<file path="src/rtl/sat_narrow_rx.sv">
// sat_narrow_rx: saturate WIDTH-bit signed words to WIDTH-SHIFT bits through a 2-entry valid/ready FIFO
//   in_valid/in_ready/in_data    : upstream handshake, WIDTH-bit signed words
//   out_valid/out_ready/out_data : downstream handshake, OW-bit signed saturated words
//   out_sat                      : out_data was clamped
//   clr_cnt/sat_cnt              : clamped-word counter, only with SAT_NARROW_RX_CNT_EN defined
module sat_narrow_rx #(
  parameter int WIDTH = 32,
  parameter int SHIFT = 3,
  parameter int CNT_W = 16
) (
  input  logic                   clk,
  input  logic                   rst,
  input  logic                   in_valid,
  output logic                   in_ready,
  input  logic [WIDTH-1:0]       in_data,
  output logic                   out_valid,
  input  logic                   out_ready,
  output logic [WIDTH-SHIFT-1:0] out_data,
  output logic                   out_sat,
  input  logic                   clr_cnt,
  output logic [CNT_W-1:0]       sat_cnt
);
  localparam int OW = WIDTH - SHIFT;
  localparam logic [WIDTH-1:0] MAX = {{(SHIFT+1){1'b0}}, {(OW-1){1'b1}}};
  localparam logic [WIDTH-1:0] MIN = {{(SHIFT+1){1'b1}}, {(OW-1){1'b0}}};
  logic [1:0]  count_q, count_d;
  logic        wr_q, wr_d, rd_q, rd_d;
  logic [OW:0] mem_q [2];
  logic [OW:0] mem_d [2];
  logic [OW:0] wdat;
  logic        push, pop;
  assign in_ready  = count_q != 2'd2;
  assign out_valid = count_q != 2'd0;
  assign push      = in_valid && in_ready;
  assign pop       = out_valid && out_ready;
  assign out_data  = mem_q[rd_q][OW-1:0];
  assign out_sat   = mem_q[rd_q][OW];
  always_comb begin
    wdat     = ($signed(in_data) > $signed(MAX)) ? {1'b1, MAX[OW-1:0]} :
               ($signed(in_data) < $signed(MIN)) ? {1'b1, MIN[OW-1:0]} : {1'b0, in_data[OW-1:0]};
    mem_d[0] = (push && !wr_q) ? wdat : mem_q[0];
    mem_d[1] = (push && wr_q) ? wdat : mem_q[1];
    wr_d     = push ? !wr_q : wr_q;
    rd_d     = pop ? !rd_q : rd_q;
    count_d  = count_q + {1'b0, push} - {1'b0, pop};
  end
  always_ff @(posedge clk or posedge rst) begin
    if (rst) begin
      count_q  <= '0;
      wr_q     <= 1'b0;
      rd_q     <= 1'b0;
      mem_q[0] <= '0;
      mem_q[1] <= '0;
    end else begin
      count_q  <= count_d;
      wr_q     <= wr_d;
      rd_q     <= rd_d;
      mem_q[0] <= mem_d[0];
      mem_q[1] <= mem_d[1];
    end
  end
`ifdef SAT_NARROW_RX_CNT_EN
  logic [CNT_W-1:0] sat_cnt_q, sat_cnt_d;
  // holds at all-ones; clear beats a same-cycle increment
  always_comb
    sat_cnt_d = clr_cnt ? '0 :
                (pop && out_sat && !(&sat_cnt_q)) ? sat_cnt_q + {{(CNT_W-1){1'b0}}, 1'b1} : sat_cnt_q;
  always_ff @(posedge clk or posedge rst) begin
    if (rst) sat_cnt_q <= '0;
    else sat_cnt_q <= sat_cnt_d;
  end
  assign sat_cnt = sat_cnt_q;
`else
  logic unused_clr;
  assign unused_clr = clr_cnt;
  assign sat_cnt    = '0;
`endif
endmodule
</file>
<file path="config.mk">
export PLATFORM = sky130hd
export DESIGN_NAME = sat_narrow_rx
export DESIGN_NICKNAME = d
export VERILOG_FILES = /design/src/rtl/sat_narrow_rx.sv
export SDC_FILE = /design/constraint.sdc
export NUM_CORES = 1
export LEC_CHECK = 0
export CAP_MARGIN = 20
export CORE_MARGIN = 5
export CORE_UTILIZATION = 48
export DETAILED_ROUTE_END_ITERATION = 8
export GPL_TIMING_DRIVEN = 0
export PLACE_DENSITY = 0.79
export SLEW_MARGIN = 20
export SYNTH_ARGS = -nofsm -noshare
export SYNTH_HDL_FRONTEND = slang
export SYNTH_SLANG_ARGS = --single-unit
</file>
<file path="constraint.sdc">
create_clock -name clk -period 2.4 [get_ports clk]
set_input_delay 0.48 -clock clk [delete_from_list [all_inputs] [get_ports clk]]
set_output_delay 0.48 -clock clk [all_outputs]
set_load 0.1 [all_outputs]
</file>
; Word-level counts from Yosys, hierarchy flattened
; Cells that the tools add are included.
[word_totals]
reg_bits = 64
in_bits = 37
output_inout_bits = 48
[classes]
addsub = 2
magnitude_cmp = 3
n_eq_ne = 1
n_mux = 5
n_bitwise = 1
n_reduce_logical = 7
[ops]
columns = operator, n
row1 = two-way mux 30 bit, 5
row2 = > comparator 32 x 29 -> 1 bit (second input constant), 1
row3 = < comparator 32 x 29 -> 1 bit (second input constant), 1
row4 = logical AND 1 bit, 4
row5 = adder 2 x 1 -> 2 bit, 1
row6 = greater-or-equal comparator 2 bit (second input constant), 1
row7 = zero test 1 bit, 2
row8 = != test 2 bit (second input constant), 1
row9 = NOT 1 -> 2 bit, 1
row10 = nonzero test 2 bit, 1
row11 = subtractor 2 x 1 -> 2 bit, 1

; Longest topological paths before layout
; Gate-level depths: netlist of run 1.
[logic_depth]
depth_word = 4
mapped_depth = 8
ltp_nobuf = 8

; Worst setup path before layout of run 1
; OpenSTA, ideal clock, no wires.
[synth_timing]
path_type = register to register
start = reg count_q[1]
end = reg count_q[1]
setup_ns = 0.123
arrival_time_ns = 2.124
required_time_ns = 2.277
setup_slack_ns = 0.153
stages_incl_launch_ff = 9
cell_sequence = dfrtp_1 > and2b_1 > inv_1 > nand2_1 > ha_1 > inv_1 > ha_1 > xnor2_1 > xnor2_1
[synth_between]
elab_chain_cells = 4
word_cells_on_any_way = 6
cone_classes = 2 x add/sub / 1 x eq/ne / 3 x reduce/logical
[synth_lines]
columns = item, line_no
row1 = from (decl), 26  ; logic [1:0] count_q, count_d;
row2 = from (signal assigned), 55  ; count_q <= count_d;
row3 = != test 2 bit, 32  ; assign in_ready = count_q != 2'd2;
row4 = via in_ready, 14  ; output logic in_ready,
row5 = logical AND 1 bit, 34  ; assign push = in_valid && in_ready;
row6 = adder 2 x 1 -> 2 bit, 45  ; count_d = count_q + {1'b0, push} - {1'b0, pop};
row7 = subtractor 2 x 1 -> 2 bit, 45
row8 = via count_d[1], 26
; The timed path passes the listed nets, and every way through them passes these cells.
; A chain may end at the register's enable or synchronous reset.

; Worst setup path in the final report of run 1
[layout_timing]
start = reg rd_q
end = out out_sat
[layout_between]
elab_chain_cells = 4
[layout_lines]
columns = item, line_no
row1 = from (decl), 27  ; logic wr_q, wr_d, rd_q, rd_d;
row2 = from (signal assigned), 57  ; rd_q <= rd_d;
row3 = NOT 1 -> 2 bit (implied by the code), 37  ; assign out_sat = mem_q[rd_q][OW];
row4 = two-way mux 30 bit (implied by the code) (3 in series), 37
row5 = to (decl), 19  ; output logic out_sat,
; No other way between the ends. The select of a mux whose other input is x is not followed.

==> results of run 1 <==
-- worst min path at each step --
stage,cells past startpoint,slack [ns],from,endpoint
after floorplan,1,0.47,mem_q[20],mem_q[20]
after global placement,1,0.48,mem_q[21],mem_q[21]
after detailed placement,1,0.49,mem_q[18],mem_q[18]
after CTS,2,0.40,rst,mem_q[31]
after global routing,2,0.42,rst,mem_q[34]
final,2,0.41,rst,mem_q[34]
-- through the flow --
stage | setup WS, ns | util, % | std cells
floorplan | 0.153 | - | 258
global placement | -0.696 | 62.3 | 401
detailed placement | -0.437 | 62.7 | 402
CTS | -0.00506 | 66.0 | 418
global route | 0.00947 | 63.4 | 418
finish | 0.0643 | 63.4 | 418
-- logic make-up after synthesis --
family | Yosys count
AO/OA/AOI/OAI | 87
XOR/XNOR | 3
adder cells (fa/ha/maj) | 2
buffers and inverters | 41
flip-flops | 64
multiplexers | 35
other | 1
AND/OR/NAND/NOR | 10
-- per-layer routing --
metal,track usage [%],routed length (µm),up-vias
met5,0,0,-
met4,7.33,125,0
met3,5.12,270,10
met2,30.8,3790,58
met1,24.2,3420,1128
li1,-,-,1061
-- worst max-delay path: stages, from the launching register on --
cell	delay (ns)
sky130_fd_sc_hd__dfrtp_1	0.42
sky130_fd_sc_hd__mux2_2	0.24
sky130_fd_sc_hd__dlygate4sd2_1	0.85
-- cells in the mapped netlist --
library cell / n / share of area (%)
sky130_fd_sc_hd__a2111oi_4: 2 / 1.7
sky130_fd_sc_hd__a22o_1: 21 / 5.8
sky130_fd_sc_hd__a22o_2: 35 / 11
sky130_fd_sc_hd__and2_1: 1 / 0.20
sky130_fd_sc_hd__and2b_1: 1 / 0.24
sky130_fd_sc_hd__and3_2: 1 / 0.24
sky130_fd_sc_hd__buf_1: 3 / 0.36
sky130_fd_sc_hd__buf_2: 4 / 0.63
sky130_fd_sc_hd__buf_4: 16 / 3.8
sky130_fd_sc_hd__buf_6: 4 / 1.4
sky130_fd_sc_hd__clkbuf_1: 9 / 1.1
sky130_fd_sc_hd__conb_1: 1 / 0.12
sky130_fd_sc_hd__dfrtp_1: 64 / 51
sky130_fd_sc_hd__ha_1: 2 / 0.79
sky130_fd_sc_hd__inv_1: 5 / 0.59
sky130_fd_sc_hd__mux2_2: 34 / 12
sky130_fd_sc_hd__mux2i_1: 1 / 0.32
sky130_fd_sc_hd__nand2_1: 2 / 0.24
sky130_fd_sc_hd__nand3_1: 2 / 0.32
sky130_fd_sc_hd__nand3_2: 1 / 0.32
sky130_fd_sc_hd__nor3_1: 1 / 0.16
sky130_fd_sc_hd__o21ai_0: 1 / 0.16
sky130_fd_sc_hd__o21bai_1: 28 / 6.6
sky130_fd_sc_hd__or2_2: 1 / 0.20
sky130_fd_sc_hd__xnor2_1: 2 / 0.55
sky130_fd_sc_hd__xor2_1: 1 / 0.28
-- flip-flops by register name (all words and copies together), names as in the netlist --
signal and count:
count_q 2, mem_q 60, rd_q 1, wr_q 1
-- layout make-up --
| cell class | count | area [µm²] |
|---|---|---|
| inverters | 5 | 21.3 |
| clock inverters | 3 | 15.0 |
| flip-flops and latches | 64 | 1600 |
| fillers | 534 | 2340 |
| well taps | 77 | 96.3 |
| plain buffers | 36 | 234 |
| multi-input cells | 153 | 1370 |
| repair buffers | 67 | 542 |
| clock buffers | 13 | 169 |
==> run summary, run 1 <==
The run finished with clean final reports. For the worst-skew pair, the clock arrives at the later sink with an insertion delay of 0.35 ns. The number of hold violations in the final report is 0.

The critical path is of the reg -> out type. No sink is reached through more buffers than the 2 on the longest clock path. The first detailed-routing pass ran for 4 iterations. Setup repair after global routing left no endpoint under its margin. The die outline height is about 91 µm.

The achievable frequency is ~430 MHz. The share of cells above drive strength 1 is 43.4%. The setup skew after layout came out at around 0.011 ns. The finished cells cover 4050 µm². The most common library cell in the layout ignoring fill and taps is sky130_fd_sc_hd__dfrtp_1. The required time of the critical path came out at 1.92 ns.

In this run the critical register-to-register path is captured at mem_q[31]. The half-perimeter wire length of the detailed placement result came out at 5280 µm. The largest fanout on the critical path came out at 4. The fraction of the yosys area taken by sequential cells came out at 50.6%.

The cell area that synthesis handed to floorplanning was 3160 µm². The post-cts gate resize count is 99. The synthesized netlist devotes 25.4% of its cell area to compound gates.

The slack of the worst reg-to-reg path came out at 0.60 ns. By area, the combinational part of the netlist is dominated by compound AO/OA/AOI/OAI gates. Measured against its own limit, the worst slew margin works out to 36.7%. Entering global routing, the biggest net connects 53 pins. The share of the clock period used by the worst path after layout came out at 97.3%. Each instance of the synthesized netlist takes up on average 13.0 µm².

The layout overhead on the synthesized area came out at 28.0%. Final hold analysis gives a worst-case slack of 0.405 ns. The min-delay analysis places its worst path in the category in -> async.

The number of placement rows came out at 29. The number of clock sinks seen by CTS came out at 64. Data on the critical path arrives at its endpoint at 1.86 ns. The remaining design rule violation count is 0.

The global-route wire length before repair came out at 12,500 µm. The antenna diode count is 0. Leaving out fill and tap cells, the most frequent cells in the layout are sky130_fd_sc_hd__dfrtp_1, sky130_fd_sc_hd__buf_2, sky130_fd_sc_hd__a22o_2. The setup TNS is 0 ns. The area share of xor/xnor cells in the synthesized design came out at 0.831%.

The number of global-route vias before repair is 2,401. The mean number of vias per cell is 5.40. The clock slew seen by the registers of the worst setup and hold paths came out at ~0.07 ns.

The total routing usage reported by global routing is 19.0%. The net count reported at finish came out at 375. The element type at the critical path end is an output pin. The initial core utilization is between 40% and 50%. The initial antenna violation count came out at 0. The number of H-tree levels is 3. The startpoint identified for the worst register-to-register timing path is count_q[0].

The total setup buffers inserted after CTS is 0. The number of pins with negative max-slew slack in the final report is 0. The total die area is 8310 µm². The area inside the core boundary is 6390 µm². The most critical setup path has its endpoint at out_sat. The warning count from the yosys run came out at 0. The synthesized-area fraction occupied by adder cells is 0.791%. The number of input and output port buffers inserted is 66. The count of nets left with antenna violations once routing finished came out at 0. The width of the die is approximately 91 µm. The final routed wirelength across all metal layers is 7600 µm. The CTS buffer count came out at 9. The cell area after placement came out at 4010 µm². The slew at the pin with the worst max-slew slack is 0.953 ns. The time the final worst path needs with I/O delays and setup came out at 2.34 ns. The cell count after synthesis came out at between 200 and 250.

The post-synthesis mux area share came out at 12.4%. The max-cap check violation count is 0. The cell sitting at the root of the clock tree is a sky130_fd_sc_hd__clkbuf_8. The simple logic cell fraction of the synthesized area came out at 1.90%. TritonCTS built the clock tree. The via total after detailed routing came out at 2,257. After detailed routing, the average wire length per cell comes to 18.2 µm. For this run the aggregate overflow at the end of global routing stands at 0. The number of top-level design ports is 85.

The cell depth of the worst flop-to-flop path came out at 5. The element type at the critical path start is a register. The flip-flop and latch count after synthesis came out at 64. The congestion estimate from routability-driven global placement came to 0.798. The launching element of the worst setup path is rd_q. Setup violations remaining at the end of the flow were counted as 0. Buffers inserted to repair hold after CTS numbered 0. The number of distinct library cells after synthesis is 26.

The starting DRC count in detailed routing came out at between 100 and 150.
Power of run 1 is not shown: default switching activity piles up to over one toggle a cycle in this logic, so the estimate is an artifact.
==> inputs of run 2 (changes only) <==
--- a/config.mk
+++ b/config.mk
@@ -7,10 +7,11 @@
 export LEC_CHECK = 0
 export CAP_MARGIN = 20
 export CORE_MARGIN = 5
-export CORE_UTILIZATION = 48
+export CORE_UTILIZATION = 44
 export DETAILED_ROUTE_END_ITERATION = 8
 export GPL_TIMING_DRIVEN = 0
-export PLACE_DENSITY = 0.79
+export HOLD_SLACK_MARGIN = 0.1
+export PLACE_DENSITY = 0.77
 export SLEW_MARGIN = 20
 export SYNTH_ARGS = -nofsm -noshare
 export SYNTH_HDL_FRONTEND = slang
==> constraint.sdc (replaced) <==
create_clock -name clk -period 1.9 [get_ports clk]
set_input_delay 0.38 -clock clk [delete_from_list [all_inputs] [get_ports clk]]
set_output_delay 0.38 -clock clk [all_outputs]
set_load 0.1 [all_outputs]
==> run 2 against run 1 <==
Net effect: sequential share of layout area fell by 3.9 points; flip-flop and latch count is the same; die area rose by 8.1%; register-to-register slack got worse by 0.46 ns; wire length up 1.5%; critical path type unchanged; largest cell class unchanged.
==> run summary, run 2 (synthesis gave the netlist of run 1 again) <==
The flow ran to the end, and the final reports show no timing, DRC or antenna violations. On the worst path, the slowest cell contributes a delay of 0.45 ns. The final global-route overflow total is 0. The antenna diode count is 0. The detailed-router iteration count before antenna repair came out at 4.

The average routed wire per standard cell is 17.2 µm. After detailed routing, the met2 layer carries approximately 3600 µm of wire. The number of H-tree levels came out at 3.

The critical path is of the reg -> out type. The net count reported at finish is 382. The cell sitting at the root of the clock tree is a sky130_fd_sc_hd__clkbuf_8.

The slew at the pin with the worst max-slew slack came out at 0.694 ns. The CTS buffer count came out at 9. The half-perimeter wire length of the detailed placement result is 5230 µm. From left edge to right edge, the die measures 94.8 µm. The worst hold path belongs to the class in -> async. The die outline height is 94.8 µm. The time the final worst path needs with I/O delays and setup is roughly 1.9 ns. The detail route stage leaves a number of antenna-violating nets equal to 0. The area growth from synthesis to layout is 42.0%.

Leaving out fill and tap cells, the most frequent cell in the layout is sky130_fd_sc_hd__dfrtp_1. The initial core utilization came out at 44.3%. The total routing usage reported by global routing came out at 18.3%. The required time of the critical path came out at 1.52 ns.

The number of input and output port buffers inserted is 66. The cell area after placement came out at 4070 µm². The number of placed instances with taps included came out at between 400 and 500.

The global-route wire length before repair came out at 12,500 µm. The count of final setup violators is 0. The worst setup path is launched from a register. The number of placement rows came out at 31.

The critical path goes through buf_8, mux2_2, buf_6. The area inside the core boundary is 7140 µm². The via total after detailed routing came out at 2,331. Pin placement for this block handled 85 I/O pins.

The maximum number of pins on one net before global-route repair is 35. The met1 routed wirelength after detailed routing is 3550 µm. The total non-filler cell area in the finished layout came out at 4490 µm². The number of pins with negative max-slew slack in the final report came out at 0. The share of cells above drive strength 1 is 48.3%.

For this run, design rule violations remaining after detail routing come to 0. The slack of the worst reg-to-reg path came out at 0.14 ns. The clock slew seen by the registers of the worst setup and hold paths is 0.08 ns. The routability-driven placement congestion ratio is about 0.75. The total die area is 8980 µm².

The worst setup path is captured at an output pin. The number of hold violations in the final report is 0. mem_q holds more flip-flops than any other register.

The highest metal layer carrying signal wires in the routed design is met4. The max-cap check violation count came out at 0. The initial antenna violation count came out at 0. The achievable frequency is 526 MHz. The register with the most flip-flops in the layout has 60 of them.

The setup skew after layout is about 0.01 ns. In the final layout, the registers with the most flip-flops are mem_q (60), count_q (2). At the later pin of the worst-skew pair, clock insertion delay measures 0.35 ns. The setup TNS is 0 ns. The share of the clock period used by the worst path after layout is 100%. The final core utilization came out at 62.9%.

The library cells used most frequently in the layout, excluding fill and tap cells, are sky130_fd_sc_hd__dfrtp_1, sky130_fd_sc_hd__a22o_2, sky130_fd_sc_hd__buf_6, sky130_fd_sc_hd__clkdlybuf4s50_1, sky130_fd_sc_hd__mux2_2. TritonCTS built the clock tree. The starting DRC count in detailed routing came out at 84.

The post-layout instance count excluding filler cells came out at 447. The tightest slew margin relative to the limit came out at a little over half. The number of clock sinks seen by CTS came out at between 60 and 70. The wire length on met3 is 401 µm. The largest fanout on the critical path is 10. No sink is reached through more buffers than the 2 on the longest clock path. The final routed wirelength across all metal layers came out at 7710 µm. The data arrival time at the worst-slack endpoint is between 1.5 and 2 ns. The number of global-route vias before repair is between 2,000 and 2,500. Setup repair after global routing could not meet its margin everywhere.

The slowest stage of the critical path belongs to the cell sky130_fd_sc_hd__dfrtp_2. The mean number of vias per cell came out at 5.21.
-- run 2: cell types whose count changed in the layout (fill, tap and decap cells not counted), moves of 5 or more --
cell | before | now
sky130_fd_sc_hd__mux2_2 | 34 | 29
sky130_fd_sc_hd__buf_6 | 4 | 34
sky130_fd_sc_hd__mux2_4 | 0 | 5
sky130_fd_sc_hd__buf_4 | 16 | 22
sky130_fd_sc_hd__clkbuf_1 | 10 | 5
sky130_fd_sc_hd__buf_2 | 36 | 2
-- run 2: timing repair --
action,4_1_cts,5_1_grt
pin swaps,2,2
hold buffers,0,0
resized for setup,196,48
setup endpoints to repair,71,43
setup buffers,6,1
-- run 2: critical path, delay by kind of cell (launching register included) --
kind,cells,cell delay (ns)
flops,1,0.45
mux,1,0.37
buf+inv,2,0.36
-- run 2: metrics by stage --
step / hold WS, ns / setup WS, ns
floorplan: 0.467 / -0.175
global placement: 0.482 / -0.811
detailed placement: 0.486 / -0.818
CTS: 0.499 / -0.0895
global route: 0.519 / -0.0520
finish: 0.490 / 0.000620
-- run 2: routing by layer --
metal	up-vias	track usage, %
met5	-	0
met2	78	28.9
met3	12	4.06
met1	1163	24.8
li1	1078	-
met4	0	6.49
-- run 2: layout make-up --
class / instances / area, µm²
Multi-Input combinational cell: 153 / 1410
Timing Repair Buffer: 74 / 793
Buffer: 36 / 284
Fill cell: 601 / 2650
Clock inverter: 6 / 114
Clock buffer: 10 / 138
Sequential cell: 64 / 1600
Inverter: 5 / 26.3
Tap cell: 99 / 124
-- run 2: final timing paths --
path | startpoint | endpoint | cells after the start
min reg2reg | mem_q[20] | mem_q[20] | 1
max reg2reg | count_q[1] | count_q[1] | 7
max in group asynchronous | rst | rd_q | 3
min in group clk | mem_q[20] | mem_q[20] | 1
max | rd_q | out_data[20] | 3
min | rst | mem_q[34] | 2
Power of run 2 is left out for the same reason.
==> inputs of run 3 (changes only) <==
==> constraint.sdc (replaced) <==
create_clock -name clk -period 1.9 [get_ports clk]
set_input_delay 0.19 -clock clk [delete_from_list [all_inputs] [get_ports clk]]
set_output_delay 0.19 -clock clk [all_outputs]
set_load 0.1 [all_outputs]
==> run 3 against run 2 <==
Net effect: register-to-register slack worse by 0.05 ns; wire length fell by 0.90%; first-iteration DRC count increased by 83%; die area is the same; maximum frequency is 3.0% higher; cell count decreased by 1.6%; utilization is 4.8 points lower; critical path type unchanged; critical endpoint is now out_data[17]; largest cell class unchanged.
==> run summary, run 3 (synthesis gave the netlist of run 1 again) <==
The flow ran to the end, and the final reports show no timing, DRC or antenna violations. Counting the fill cells in the layout gives 633. Leaving out fill and tap cells, the most frequent cell in the layout is sky130_fd_sc_hd__dfrtp_1.

The time the final worst path needs with I/O delays and setup came out at ~1.8 ns. The largest fanout on the critical path came out at 10. TritonCTS built the clock tree.

The worst hold path belongs to the class in -> async. The number of global-route vias before repair is 2,470. The initial antenna violation count came out at 0.

The total non-filler cell area in the finished layout is around 4100 µm². The library cells used most frequently in the layout, excluding fill and tap cells, are sky130_fd_sc_hd__dfrtp_1, sky130_fd_sc_hd__a22o_2, sky130_fd_sc_hd__clkdlybuf4s50_1. The footprint of the flip-flops and latches came out at 1600 µm².

STA classifies the critical path endpoint as an output pin. Once detailed placement completed, the half-perimeter wirelength came to 5250 µm. The global-route wire length before repair came out at around 12,000 µm. The clock net in this run drives a total of 64 sinks. The cell depth of the worst flop-to-flop path came out at 7. The share of the clock period used by the worst path after layout came out at 97.1%. The achievable frequency came out at 542 MHz. The die outline height is around 95 µm. The critical-path cell with the highest stage delay is sky130_fd_sc_hd__dfrtp_1.

The data arrival time at the worst-slack endpoint is 1.65 ns. The number of input and output port buffers inserted came out at 66. Hold is met by 0.165 ns.

Setup violations remaining at the end of the flow were counted as 0. The number of pins with negative max-slew slack in the final report is 0. The total die area came out at 8980 µm². The final routed wirelength across all metal layers is 7640 µm. The starting DRC count in detailed routing is approximately 150.

The number of top-level design ports is 85. The required time of the critical path came out at 1.71 ns. In this run the remaining antenna-violating nets after routing total 0. The initial core utilization came out at 44.3%. Walking the worst path, the cells encountered are buf_4, mux2_2, clkbuf_4. The worst setup path is launched from a register. The area of the multi-input gates came out at ~1400 µm². The deepest clock path buffer count came out at 2. The mean number of vias per cell is 5.15. Entering global routing, the biggest net connects between 40 and 50 pins.

The number of placement rows came out at 31. The largest registers in the layout are mem_q (60), count_q (2). The top register by number of flip-flops is mem_q.

In the final routed layout, each cell accounts on average for 17.4 µm. The cell area after placement is slightly above 4000 µm². Setup repair after global routing could not meet its margin everywhere. The CTS buffer count came out at 9. The setup skew after layout is 0.0120 ns. For this block, the via count after detailed routing is 2,267. Of the cells placed in the final design, the portion with a size suffix greater than 1 is 46.6%.

From synthesis to final layout, the design area changed by 31.1%. The net count of the finished layout is 375. The number of hold violations in the final report is 0.

On the worst path, the slowest cell contributes a delay of 0.42 ns. For the worst-skew pair, the clock arrives at the later sink with an insertion delay of 0.34 ns. The width of the die is 94.8 µm. The area inside the core boundary is 7140 µm².

The detailed-router iteration count before antenna repair is 4. The register with the most flip-flops in the layout has 60 of them. The setup TNS is 0 ns. The slew at the pin with the worst max-slew slack is 0.769 ns. Summed over all layers, the global routing overflow is 0. The routability-driven placement congestion ratio is 0.754.

The max-cap check violation count is 0. The tightest slew margin relative to the limit came out at ~49%. The number of H-tree levels is 3. Global routing consumed, over all layers together, 18.2% of the routing resources.

The cell sitting at the root of the clock tree is a sky130_fd_sc_hd__clkbuf_8. By startpoint and endpoint, the worst setup path is classified as reg -> out. Clock-pin slew was measured on the worst setup and hold paths at 0.08 ns. The remaining design rule violation count is 0. The antenna diode count is 0.
-- run 3: cell count changes in the layout (fill, tap and decap cells not counted), moves of 3 or more --
cell and change:
sky130_fd_sc_hd__buf_6 -28, sky130_fd_sc_hd__buf_2 +18, sky130_fd_sc_hd__clkbuf_4 +7, sky130_fd_sc_hd__buf_12 -3
sky130_fd_sc_hd__buf_8 -3, sky130_fd_sc_hd__bufinv_16 -3
-- run 3: worst paths after layout --
check | from | end | slack [ns]
setup / recovery | rd_q | out_data[17] | 0.06
hold / removal | rst | mem_q[34] | 0.16
setup reg to reg | count_q[1] | count_q[1] | 0.09
hold reg to reg | mem_q[20] | mem_q[20] | 0.50
max in group asynchronous | rst | count_q[1] | 1.21
min in group clk | mem_q[20] | mem_q[20] | 0.50
-- run 3: per-stage QoR --
stage               std cells  worst slack, ns  utilization, %
floorplan                 258           -0.175               -
global placement          423           -0.911            56.7
detailed placement        424           -0.642            57.0
CTS                       440           -0.135            57.8
global route              440          -0.0126            58.1
finish                    440           0.0552            58.1
-- run 3: repair_timing --
item | in CTS | in global routing
setup buffers | 0 | 0
setup endpoints to repair | 32 | 13
hold buffers | 0 | 0
resized for setup | 158 | 19
-- run 3: worst max-delay path: cells and delay by family (launching register included) --
kind / cells / cell delay (ns)
buffers and inverters: 2 / 0.52
DFF: 1 / 0.42
muxes: 1 / 0.37
-- run 3: cell type report --
| type | instances | share of cell area [%] |
|---|---|---|
| flip-flops and latches | 64 | 38.6 |
| multi-input cells | 153 | 33.6 |
| repair buffers | 67 | 13.4 |
| plain buffers | 36 | 6.25 |
| clock buffers | 11 | 3.65 |
| well taps | 99 | 2.99 |
| clock inverters | 5 | 0.905 |
| inverters | 5 | 0.603 |
-- run 3: layer usage --
metal | GRT usage [%] | part of all wire, % | vias to the layer above
li1 | - | - | 1060
met1 | 25.2 | 47 | 1124
met2 | 27.8 | 47 | 71
met3 | 2.87 | 4.4 | 12
met4 | 8.41 | 1.6 | 0
met5 | 0 | 0 | -
Power of run 3 is left out for the same reason.
